[config.mk]
export PLATFORM = sky130hd
export DESIGN_NAME = vram_arbiter_flat
export DESIGN_NICKNAME = d
export VERILOG_FILES = /design/src/rtl/vram_arb_pkg.sv /design/src/rtl/vram_arbiter_if.sv /design/src/rtl/vram_arb_rr.sv /design/src/rtl/vram_arbiter.sv /design/src/flat_wrapper.sv
export SDC_FILE = /design/constraint.sdc
export NUM_CORES = 1
export LEC_CHECK = 0
export ABC_AREA = 1
export BUFFER_PORTS_ARGS = -buffer_cell sky130_fd_sc_hd__buf_2
export CORE_ASPECT_RATIO = 1.2
export CORE_MARGIN = 10
export CORE_UTILIZATION = 41
export CTS_BUF_LIST = sky130_fd_sc_hd__clkbuf_2 sky130_fd_sc_hd__clkbuf_4 sky130_fd_sc_hd__clkbuf_8
export DETAILED_ROUTE_END_ITERATION = 8
export HOLD_SLACK_MARGIN = 0.02
export PLACE_DENSITY_LB_ADDON = 0.1
export SLEW_MARGIN = 20
export SYNTH_ARGS = -nofsm -noshare
export SYNTH_HDL_FRONTEND = slang
export SYNTH_SLANG_ARGS = --single-unit
[constraint.sdc]
create_clock -name clk -period 2.8 [get_ports clk]
set_input_delay 0.28 -clock clk [delete_from_list [all_inputs] [get_ports clk]]
set_output_delay 0.28 -clock clk [all_outputs]
set_load 0.005 [all_outputs]
[src/rtl/vram_arb_pkg.sv]
// ============================================================================
// Module  : vram_arb_pkg
// Brief   : Shared types and constants for the two-port VRAM arbiter.
// Rev     : 1.0  initial release
// ============================================================================
`default_nettype none

package vram_arb_pkg;

  typedef enum logic [1:0] {
    IDLE  = 2'd0,
    ISSUE = 2'd1,
    WAIT  = 2'd2,
    DONE  = 2'd3
  } state_t;

  typedef logic port_t;

  localparam int STAT_W = 16;

  function automatic logic [STAT_W-1:0] sat_inc(input logic [STAT_W-1:0] v);
    return (&v) ? v : v + 1'b1;
  endfunction

endpackage

`default_nettype wire

[src/rtl/vram_arbiter_if.sv]
// ============================================================================
// Module  : vram_arbiter_if
// Brief   : Requester and memory-side signals of the VRAM arbiter.
// Rev     : 1.0  initial release
// ============================================================================
`default_nettype none

interface vram_arbiter_if #(
  parameter int ADDR_W = 32,
  parameter int DATA_W = 16
);

  logic              m0_sel_i;
  logic [ADDR_W-1:0] m0_addr_i;
  logic              m0_ack_o;
  logic [DATA_W-1:0] m0_data_o;

  logic              m1_sel_i;
  logic              m1_wr_i;
  logic [3:0]        m1_mask_i;
  logic [ADDR_W-1:0] m1_addr_i;
  logic [DATA_W-1:0] m1_data_i;
  logic              m1_ack_o;
  logic [DATA_W-1:0] m1_data_o;

  logic              vram_sel_o;
  logic              vram_wr_o;
  logic [3:0]        vram_mask_o;
  logic [ADDR_W-1:0] vram_addr_o;
  logic [DATA_W-1:0] vram_data_out_o;
  logic [DATA_W-1:0] vram_data_in_i;
  logic              vram_ack_i;

  // Arbiter side
  modport slave (
    input  m0_sel_i, m0_addr_i,
    input  m1_sel_i, m1_wr_i, m1_mask_i, m1_addr_i, m1_data_i,
    input  vram_data_in_i, vram_ack_i,
    output m0_ack_o, m0_data_o, m1_ack_o, m1_data_o,
    output vram_sel_o, vram_wr_o, vram_mask_o, vram_addr_o, vram_data_out_o
  );

  // Requesters plus memory controller side
  modport master (
    output m0_sel_i, m0_addr_i,
    output m1_sel_i, m1_wr_i, m1_mask_i, m1_addr_i, m1_data_i,
    output vram_data_in_i, vram_ack_i,
    input  m0_ack_o, m0_data_o, m1_ack_o, m1_data_o,
    input  vram_sel_o, vram_wr_o, vram_mask_o, vram_addr_o, vram_data_out_o
  );

endinterface

`default_nettype wire

[src/rtl/vram_arb_rr.sv]
// ============================================================================
// Module  : vram_arb_rr
// Brief   : Combinational two-way round-robin pick.
// Rev     : 1.0  initial release
// ============================================================================
`default_nettype none

module vram_arb_rr
  import vram_arb_pkg::*;
(
  input  logic [1:0] i_req,
  input  port_t      i_last_grant,
  output logic       o_gnt_valid,
  output port_t      o_gnt_idx
);

  always_comb begin
    o_gnt_valid = |i_req;
    if (&i_req) begin
      o_gnt_idx = ~i_last_grant;
    end else begin
      o_gnt_idx = i_req[1];
    end
  end

endmodule

`default_nettype wire

[src/rtl/vram_arbiter.sv]
// ============================================================================
// Module  : vram_arbiter
// Brief   : Round-robin share of one VRAM port between display scanout (0)
//           and the rasterizer (1), with a no-ack watchdog.
//           Optional statistics counters: define VRAM_ARB_STATS_EN.
// Rev     : 1.0  initial release
// ============================================================================
`default_nettype none

module vram_arbiter
  import vram_arb_pkg::*;
#(
  parameter int ADDR_W  = 32,
  parameter int DATA_W  = 16,
  parameter int TIMEOUT = 255
) (
  input  logic              clk,
  input  logic              reset_i,
  vram_arbiter_if.slave     bus,
  output logic              err_o
`ifdef VRAM_ARB_STATS_EN
  ,
  output logic [STAT_W-1:0] stat_grant0_o,
  output logic [STAT_W-1:0] stat_grant1_o,
  output logic [STAT_W-1:0] stat_conflict_o
`endif
);

  state_t            r_state;
  state_t            w_state_nxt;
  port_t             r_owner;
  port_t             r_last_grant;
  logic              r_sel;
  logic              r_wr;
  logic [3:0]        r_mask;
  logic [ADDR_W-1:0] r_addr;
  logic [DATA_W-1:0] r_wdata;
  logic              r_m0_ack;
  logic              r_m1_ack;
  logic [DATA_W-1:0] r_m0_data;
  logic [DATA_W-1:0] r_m1_data;
  logic              r_err;

  logic [1:0]        w_req;
  logic              w_gnt_valid;
  port_t             w_gnt_idx;
  logic              w_grant;
  logic              w_mem_ack;
  logic              w_timeout;

  assign w_req     = {bus.m1_sel_i, bus.m0_sel_i};
  assign w_grant   = (r_state == IDLE) && w_gnt_valid;
  assign w_mem_ack = bus.vram_ack_i && ((r_state == ISSUE) || (r_state == WAIT));

  vram_arb_rr u_rr (
    .i_req        (w_req),
    .i_last_grant (r_last_grant),
    .o_gnt_valid  (w_gnt_valid),
    .o_gnt_idx    (w_gnt_idx)
  );

  always_ff @(posedge clk or posedge reset_i) begin
    if (reset_i) begin
      r_state <= IDLE;
    end else begin
      r_state <= w_state_nxt;
    end
  end

  // A watchdog abort also passes through DONE so the ack cycle never resamples sel
  always_comb begin
    w_state_nxt = r_state;
    case (r_state)
      IDLE:    if (w_gnt_valid) w_state_nxt = ISSUE;
      ISSUE:   w_state_nxt = w_mem_ack ? DONE : WAIT;
      WAIT:    if (w_mem_ack || w_timeout) w_state_nxt = DONE;
      DONE:    w_state_nxt = IDLE;
      default: w_state_nxt = IDLE;
    endcase
  end

  always_ff @(posedge clk or posedge reset_i) begin
    if (reset_i) begin
      r_owner      <= 1'b0;
      r_last_grant <= 1'b1;
      r_sel        <= 1'b0;
      r_wr         <= 1'b0;
      r_mask       <= 4'h0;
      r_addr       <= '0;
      r_wdata      <= '0;
      r_m0_ack     <= 1'b0;
      r_m1_ack     <= 1'b0;
      r_m0_data    <= '0;
      r_m1_data    <= '0;
      r_err        <= 1'b0;
    end else begin
      r_m0_ack <= 1'b0;
      r_m1_ack <= 1'b0;

      if (w_grant) begin
        r_owner      <= w_gnt_idx;
        r_last_grant <= w_gnt_idx;
        r_sel        <= 1'b1;
        if (w_gnt_idx == 1'b0) begin
          r_wr    <= 1'b0;
          r_mask  <= 4'hF;
          r_addr  <= bus.m0_addr_i;
          r_wdata <= '0;
        end else begin
          r_wr    <= bus.m1_wr_i;
          r_mask  <= bus.m1_mask_i;
          r_addr  <= bus.m1_addr_i;
          r_wdata <= bus.m1_data_i;
        end
      end

      if (w_mem_ack || w_timeout) begin
        r_sel <= 1'b0;
        if (r_owner == 1'b0) begin
          r_m0_ack  <= 1'b1;
          r_m0_data <= w_timeout ? '0 : bus.vram_data_in_i;
        end else begin
          r_m1_ack <= 1'b1;
          if (w_timeout) begin
            r_m1_data <= '0;
          end else if (!r_wr) begin
            r_m1_data <= bus.vram_data_in_i;
          end
        end
      end

      if (w_timeout) begin
        r_err <= 1'b1;
      end
    end
  end

  generate
    if (TIMEOUT > 0) begin : g_wdog
      localparam int CNT_W = (TIMEOUT > 1) ? $clog2(TIMEOUT) : 1;
      logic [CNT_W-1:0] r_wait_cnt;

      always_ff @(posedge clk or posedge reset_i) begin
        if (reset_i) begin
          r_wait_cnt <= '0;
        end else if (w_grant) begin
          r_wait_cnt <= '0;
        end else if ((r_state == WAIT) && !w_timeout) begin
          r_wait_cnt <= r_wait_cnt + 1'b1;
        end
      end

      // Fires on the TIMEOUT-th WAIT cycle; a real ack in that cycle wins
      assign w_timeout = (r_state == WAIT) && !bus.vram_ack_i &&
                         (r_wait_cnt == CNT_W'(TIMEOUT - 1));
    end else begin : g_no_wdog
      assign w_timeout = 1'b0;
    end
  endgenerate

`ifdef VRAM_ARB_STATS_EN
  logic [STAT_W-1:0] r_stat_g0;
  logic [STAT_W-1:0] r_stat_g1;
  logic [STAT_W-1:0] r_stat_conf;

  always_ff @(posedge clk or posedge reset_i) begin
    if (reset_i) begin
      r_stat_g0   <= '0;
      r_stat_g1   <= '0;
      r_stat_conf <= '0;
    end else begin
      if (w_grant && (w_gnt_idx == 1'b0)) r_stat_g0 <= sat_inc(r_stat_g0);
      if (w_grant && (w_gnt_idx == 1'b1)) r_stat_g1 <= sat_inc(r_stat_g1);
      if ((r_state == IDLE) && (&w_req))  r_stat_conf <= sat_inc(r_stat_conf);
    end
  end

  assign stat_grant0_o   = r_stat_g0;
  assign stat_grant1_o   = r_stat_g1;
  assign stat_conflict_o = r_stat_conf;
`endif

  assign bus.vram_sel_o      = r_sel;
  assign bus.vram_wr_o       = r_wr;
  assign bus.vram_mask_o     = r_mask;
  assign bus.vram_addr_o     = r_addr;
  assign bus.vram_data_out_o = r_wdata;
  assign bus.m0_ack_o        = r_m0_ack;
  assign bus.m0_data_o       = r_m0_data;
  assign bus.m1_ack_o        = r_m1_ack;
  assign bus.m1_data_o       = r_m1_data;
  assign err_o               = r_err;

endmodule

`default_nettype wire

[src/flat_wrapper.sv]
// flat-port wrapper written by rule: the top's interface ports become plain ports
module vram_arbiter_flat import vram_arb_pkg::*;
#(
  parameter int ADDR_W  = 32,
  parameter int DATA_W  = 16,
  parameter int TIMEOUT = 255
)
  (clk, reset_i, err_o, bus_m0_sel_i, bus_m0_addr_i, bus_m1_sel_i, bus_m1_wr_i, bus_m1_mask_i, bus_m1_addr_i, bus_m1_data_i, bus_vram_data_in_i, bus_vram_ack_i, bus_m0_ack_o, bus_m0_data_o, bus_m1_ack_o, bus_m1_data_o, bus_vram_sel_o, bus_vram_wr_o, bus_vram_mask_o, bus_vram_addr_o, bus_vram_data_out_o);
  vram_arbiter_if #(.ADDR_W(ADDR_W), .DATA_W(DATA_W)) bus_i ();
  input  logic clk;
  input  logic reset_i;
  output logic err_o;
  input wire logic [$bits(bus_i.m0_sel_i)-1:0] bus_m0_sel_i;
  input wire logic [$bits(bus_i.m0_addr_i)-1:0] bus_m0_addr_i;
  input wire logic [$bits(bus_i.m1_sel_i)-1:0] bus_m1_sel_i;
  input wire logic [$bits(bus_i.m1_wr_i)-1:0] bus_m1_wr_i;
  input wire logic [$bits(bus_i.m1_mask_i)-1:0] bus_m1_mask_i;
  input wire logic [$bits(bus_i.m1_addr_i)-1:0] bus_m1_addr_i;
  input wire logic [$bits(bus_i.m1_data_i)-1:0] bus_m1_data_i;
  input wire logic [$bits(bus_i.vram_data_in_i)-1:0] bus_vram_data_in_i;
  input wire logic [$bits(bus_i.vram_ack_i)-1:0] bus_vram_ack_i;
  output wire logic [$bits(bus_i.m0_ack_o)-1:0] bus_m0_ack_o;
  output wire logic [$bits(bus_i.m0_data_o)-1:0] bus_m0_data_o;
  output wire logic [$bits(bus_i.m1_ack_o)-1:0] bus_m1_ack_o;
  output wire logic [$bits(bus_i.m1_data_o)-1:0] bus_m1_data_o;
  output wire logic [$bits(bus_i.vram_sel_o)-1:0] bus_vram_sel_o;
  output wire logic [$bits(bus_i.vram_wr_o)-1:0] bus_vram_wr_o;
  output wire logic [$bits(bus_i.vram_mask_o)-1:0] bus_vram_mask_o;
  output wire logic [$bits(bus_i.vram_addr_o)-1:0] bus_vram_addr_o;
  output wire logic [$bits(bus_i.vram_data_out_o)-1:0] bus_vram_data_out_o;
  assign bus_i.m0_sel_i = bus_m0_sel_i;
  assign bus_i.m0_addr_i = bus_m0_addr_i;
  assign bus_i.m1_sel_i = bus_m1_sel_i;
  assign bus_i.m1_wr_i = bus_m1_wr_i;
  assign bus_i.m1_mask_i = bus_m1_mask_i;
  assign bus_i.m1_addr_i = bus_m1_addr_i;
  assign bus_i.m1_data_i = bus_m1_data_i;
  assign bus_i.vram_data_in_i = bus_vram_data_in_i;
  assign bus_i.vram_ack_i = bus_vram_ack_i;
  assign bus_m0_ack_o = bus_i.m0_ack_o;
  assign bus_m0_data_o = bus_i.m0_data_o;
  assign bus_m1_ack_o = bus_i.m1_ack_o;
  assign bus_m1_data_o = bus_i.m1_data_o;
  assign bus_vram_sel_o = bus_i.vram_sel_o;
  assign bus_vram_wr_o = bus_i.vram_wr_o;
  assign bus_vram_mask_o = bus_i.vram_mask_o;
  assign bus_vram_addr_o = bus_i.vram_addr_o;
  assign bus_vram_data_out_o = bus_i.vram_data_out_o;
  vram_arbiter #(.ADDR_W(ADDR_W), .DATA_W(DATA_W), .TIMEOUT(TIMEOUT)) u_core (.clk(clk), .reset_i(reset_i), .bus(bus_i), .err_o(err_o));
endmodule
; Word-level counts from Yosys, hierarchy flattened
; Cells that the tools add are included.
[word_totals]
input_bits = 106
output_inout_bits = 89
mem_bits_rw = 0
register_bits = 101
rom_bits = 0
word_cells = 61
latchBits = 0
mem_count = 0
[classes]
n_bitwise = 2
add_sub_neg = 1
shifts = 0
order_cmp = 0
reduce_logical = 17
eq_ne = 7
muxes = 20
div_mod_pow = 0
mul = 0
[ops]
columns = cell, count
row1 = two-way mux 16 bit, 4
row2 = two-way mux 32 bit, 1
row3 = two-way mux 8 bit, 2
row4 = two-way mux 1 bit, 9
row5 = "adder 8 x 1 -> 8 bit, second input constant", 1
row6 = "== test 8 bit, second input constant", 1
row7 = one-hot mux 2 bit (4 select lines), 1
row8 = AND reduction 2 bit, 3
row9 = logical AND 1 bit, 5
row10 = "== test 2 bit, second input constant", 2
row11 = two-way mux 2 bit, 2
row12 = two-way mux 4 bit, 1
row13 = "!= test 2 bit, second input constant", 2
row14 = nonzero test 2 bit, 2
row15 = AND reduction 3 bit, 1
row16 = "== test 2 x 1 -> 1 bit, second input constant", 1
row17 = logical NOT 1 bit, 2
row18 = logical NOT 2 bit, 1
row19 = logical OR 1 bit, 2
row20 = "!= test 2 x 1 -> 1 bit, second input constant", 1
row21 = inverter 1 bit, 2
row22 = OR reduction 2 bit, 1

; Depth between registers and ports, before layout
[logic_depth]
ltp_word = 7
depth_mapped = 11
ltp_nobuf = 9

; Hierarchy
; A second synthesis with hierarchy kept.
[unflattened]
hier_cells = 496
area_unflattened_um2 = 4600.7
[by_module_without_submodules]
columns = module, instances, area_per_inst_um2, cells_per_inst
row1 = vram_arbiter, 1, 4585.6, 493
row2 = vram_arb_rr, 1, 15.0, 3

; Worst setup path before layout
; Ideal clock, no wire load.
[synth_timing]
path_kind = register to register
startpoint = reg u_core.r_state[0]
endpoint = reg u_core.r_m1_data[0] (netlist: u_core.bus.m1_data_o[0])
arrival_ns = 1.420
setup_ns = 0.117
slack_ns = 1.263
path_buffers = 1
stages_incl_launch_ff = 9
path_cell_list = dfrtp_1 -> inv_1 -> ha_1 -> nand2_1 -> o21ai_4 -> nand2_4 -> buf_6 -> nand2_1 -> nand2_1
[synth_via]
elab_chain_cells = 5
elab_cells_between_ends = 10
cone_classes = 3 x eq/ne / 1 x mux / 6 x reduce/logical
[synth_lines]
columns = item, line_no
row1 = from (decl), vram_arbiter.sv:29  ; state_t r_state;
row2 = from (signal assigned), vram_arbiter.sv:66  ; r_state <= w_state_nxt;
row3 = == test 2 bit or == test 2 x 1 -> 1 bit (tied branches), "vram_arbiter.sv:53, vram_arbiter.sv:154"
row4 = logical AND 1 bit or logical OR 1 bit (tied branches), "vram_arbiter.sv:154, vram_arbiter.sv:53"
row5 = logical AND 1 bit (on tied branches), "vram_arbiter.sv:154, vram_arbiter.sv:53"
row6 = != test 2 bit (no line) or logical OR 1 bit (tied branches), -
row7 = AND reduction 3 bit (no line), -
row8 = to (signal assigned), vram_arbiter.sv:127  ; r_m1_data <= bus.vram_data_in_i;
row9 = to (decl), vram_arbiter.sv:41  ; logic [DATA_W-1:0] r_m1_data;
; Several ways; a longest one is shown, not always the timed one.
; A chain may end at the register's enable or synchronous reset.

; Worst setup path in the final report
[layout_timing]
startpoint = reg u_core.r_state[0]
endpoint = reg u_core.r_addr[15] (netlist: u_core.bus.vram_addr_o[15])
[layout_via]
elab_chain_cells = 2
[layout_lines]
columns = item, line_no
row1 = logical NOT 2 bit, vram_arbiter.sv:52  ; assign w_grant = (r_state == IDLE) && w_gnt_valid;
row2 = logical AND 1 bit, vram_arbiter.sv:52
row3 = to (signal assigned), vram_arbiter.sv:107  ; r_addr <= bus.m0_addr_i;
row4 = to (signal assigned), vram_arbiter.sv:112  ; r_addr <= bus.m1_addr_i;
row5 = to (decl), vram_arbiter.sv:36  ; logic [ADDR_W-1:0] r_addr;
; No other way between the ends.

==> metrics.cfg <==
[outcome]
outcome = finished clean

[detailed_routing]
vias_per_cell = 4.82
drt_iter0_drc = 159
ant_nets = 0
drt-wirelength-per-cell_um = 15.4
dr_total_vias = 3920
firstDrtPassIters = 4
drc_errors = 0
wl_um = 12600

[global_routing]
grt-ovfl-total = 0
antenna_found_initial = 0
grt_max_degree = 44
first_global_vias = 4138
track_usage = 0.159
grt_pass1_wl_um = 20200

[clock_network]
h-tree-depth = 3
clock_latency_ns = 0.37
clk_pin_slew_worst_paths_ns = 0.10
max-clock-path-buffers = 2
cts_tree = built
cts_made_buffers = 9
ctsResizeCount = 0
clkSinkCount = 101
postCtsHoldBufs = 0
cts_setup_buffers = 0
cts_root_buf = clkbuf_8

[floorplan]
die_h_um = 134
die_w_um = 115
design.core.area_sq_um = 10500
rows = 41
num_io_pins = 195
start_util = 0.421
dieArea_sq_um = 15400

[timing]
setup_viol = 0
max_slew_margin = 0.467
fin_setup_tns_ns = 0
worst_pin_slew_ns = 0.796
timing.fmax_mhz = 498
postLayoutSetupSlackWorst_ns = 0.793
hold_viol_final = 0
finalCritPeriodShare = 0.717
rsz0062_at_grt = no
finClkSkew_ns = 0.0131
fin_crit_ns = 2.01
final_max_slew_viol_count = 0

[cells_and_area]
final_common_cell = buf_2
num-nets-final = 790
final_area_sq_um = 5730
final_cell_mix = 194 x buf_2, 135 x nand2_1, 100 x dfrtp_1, 75 x o21ai_0, 43 x nor2_1
syn2layout_area_growth_pct = 29.4
drive_gt1_frac = 0.332
antennaDiodeCount = 0

[synth]
yosysSeqAreaShare = 0.571
ys_ff_latch = 101
syn_avg_cell_area_sq_um = 8.94
synth_edf_count = 0
synthArstFlopShare = 1.00
yosysWarnings = 0
syn_nets = 606
synth_ff_type = dfrtp_1
synth_cell_types = 26
syn_area_sq_um = 4430
synthCells = 495

[pwr]
ir_worst_vdd_mv = 0.353
p_leak_nw = 3.18
powerDensity_nw_per_um2 = 1020

[worst_setup_path]
arrival_ns = 2.28
critPathMaxFanout = 43
rr_endpoint = u_core.bus.vram_addr_o[15]
r2r-start = u_core.r_state[0]
worstRegToRegCells = 7
criticalPathCategory = register to register
endpoint_kind = register
crit_required_ns = 3.07
reg2reg_slack_ns = 0.79
start_kind = register

[placement]
dpl_worst_slack_ns = 0.758
routabilityCongestion = 0.799
io_buffer_count = 194
dpl_cell_area_sq_um = 5480
place_hpwl_um = 9480

[flow_run]
drv_cap = 0

[hold_path]
hold_class = input pin to asynchronous set/reset pin

==> state kept, by name, summed over array words and instances (netlist names) <==
signal	count
u_core.r_last_grant	1
u_core.g_wdog.r_wait_cnt	8
u_core.err_o	1
u_core.r_owner	1
u_core.bus.vram_data_out_o	16
u_core.bus.vram_addr_o	32
u_core.r_state	2
u_core.bus.vram_wr_o	1
u_core.bus.m1_data_o	16
u_core.bus.vram_sel_o	1
u_core.bus.m0_ack_o	1
u_core.bus.m0_data_o	16
u_core.bus.m1_ack_o	1
u_core.bus.vram_mask_o	4
==> cell usage after synthesis (3+ instances only) <==
cell type  instances  area (sq um)
nand2_1          135           507
dfrtp_1          100          2500
o21ai_0           75           375
nor2_1            43           161
nand3_1           33           165
inv_1             32           120
a22o_1            17           149
clkbuf_1          16          60.1
o21ai_1            7          35.0
buf_6              5          56.3
ha_1               5          62.6
buf_2              4          20.0
o22a_1             4          35.0
a21oi_1            3          15.0
nand2_2            3          18.8
xor2_1             3          26.3
==> stage by stage <==
step | instances | total power [mW] | utilization | hold slack (ns)
after floorplan | 495 | 3.80 | - | 0.413
after global routing | 813 | 6.37 | 0.545 | 0.0724
after detailed placement | 797 | 4.83 | 0.521 | 0.450
after global placement | 797 | 4.75 | 0.521 | 0.441
final | 813 | 5.86 | 0.545 | 0.0275
after CTS | 813 | 5.96 | 0.545 | 0.0399
==> worst max-delay path: stages, from the launching register on <==
cell	delay, ns
dfrtp_1	0.42
inv_1	0.12
ha_1	0.27
o21ai_4	0.26
inv_1	0.11
buf_4	0.36
o21ai_0	0.14
o21ai_0	0.21
==> final cells by class <==
cell class | instances | area, sq um
Fill cell | 1009 | 4790
Sequential cell | 101 | 2530
Multi-Input combinational cell | 335 | 1640
Timing Repair Buffer | 200 | 1030
Tap cell | 129 | 161
Clock buffer | 10 | 138
Inverter | 32 | 124
Clock inverter | 6 | 110
==> routing by layer <==
metal	share of wire	global-route usage
met1	0.42	0.185
met3	0.084	0.0576
met4	0.013	0.0482
met5	0	0
met2	0.48	0.266
==> report_power, final <==
part / switching (mW) / internal (mW)
Clock: 0.500 / 0.616
Sequential: 0.404 / 2.10
Combinational: 1.28 / 0.958
Total: 2.19 / 3.67
==> how the worst max path moves through the flow <==
| stage | end | cells after the start | start | slack (ns) |
|---|---|---|---|---|
| 2_1_floorplan | u_core.bus.m1_data_o[0] | 8 | u_core.r_state[0] | 1.26 |
| 3_3_place_gp | u_core.bus.m0_data_o[10] | 9 | u_core.r_state[0] | 0.87 |
| 3_5_place_dp | u_core.bus.vram_addr_o[15] | 7 | u_core.r_state[0] | 0.76 |
| 4_1_cts | u_core.bus.vram_addr_o[15] | 7 | u_core.r_state[0] | 0.77 |
| 5_1_grt | u_core.bus.m0_data_o[1] | 8 | u_core.r_state[0] | 0.53 |
| 6_report | u_core.bus.vram_addr_o[15] | 7 | u_core.r_state[0] | 0.79 |
==> logic make-up after synthesis <==
logic type / after synthesis / share of synthesized area
AND/OR/NAND/NOR: 218 / 0.203
AO/OA/AOI/OAI: 109 / 0.145
flip-flops: 101 / 0.571
buffers and inverters: 59 / 0.0605
adder cells (fa/ha/maj): 5 / 0.0141
XOR/XNOR: 3 / 0.00594
(Power assumes the default switching activity.)
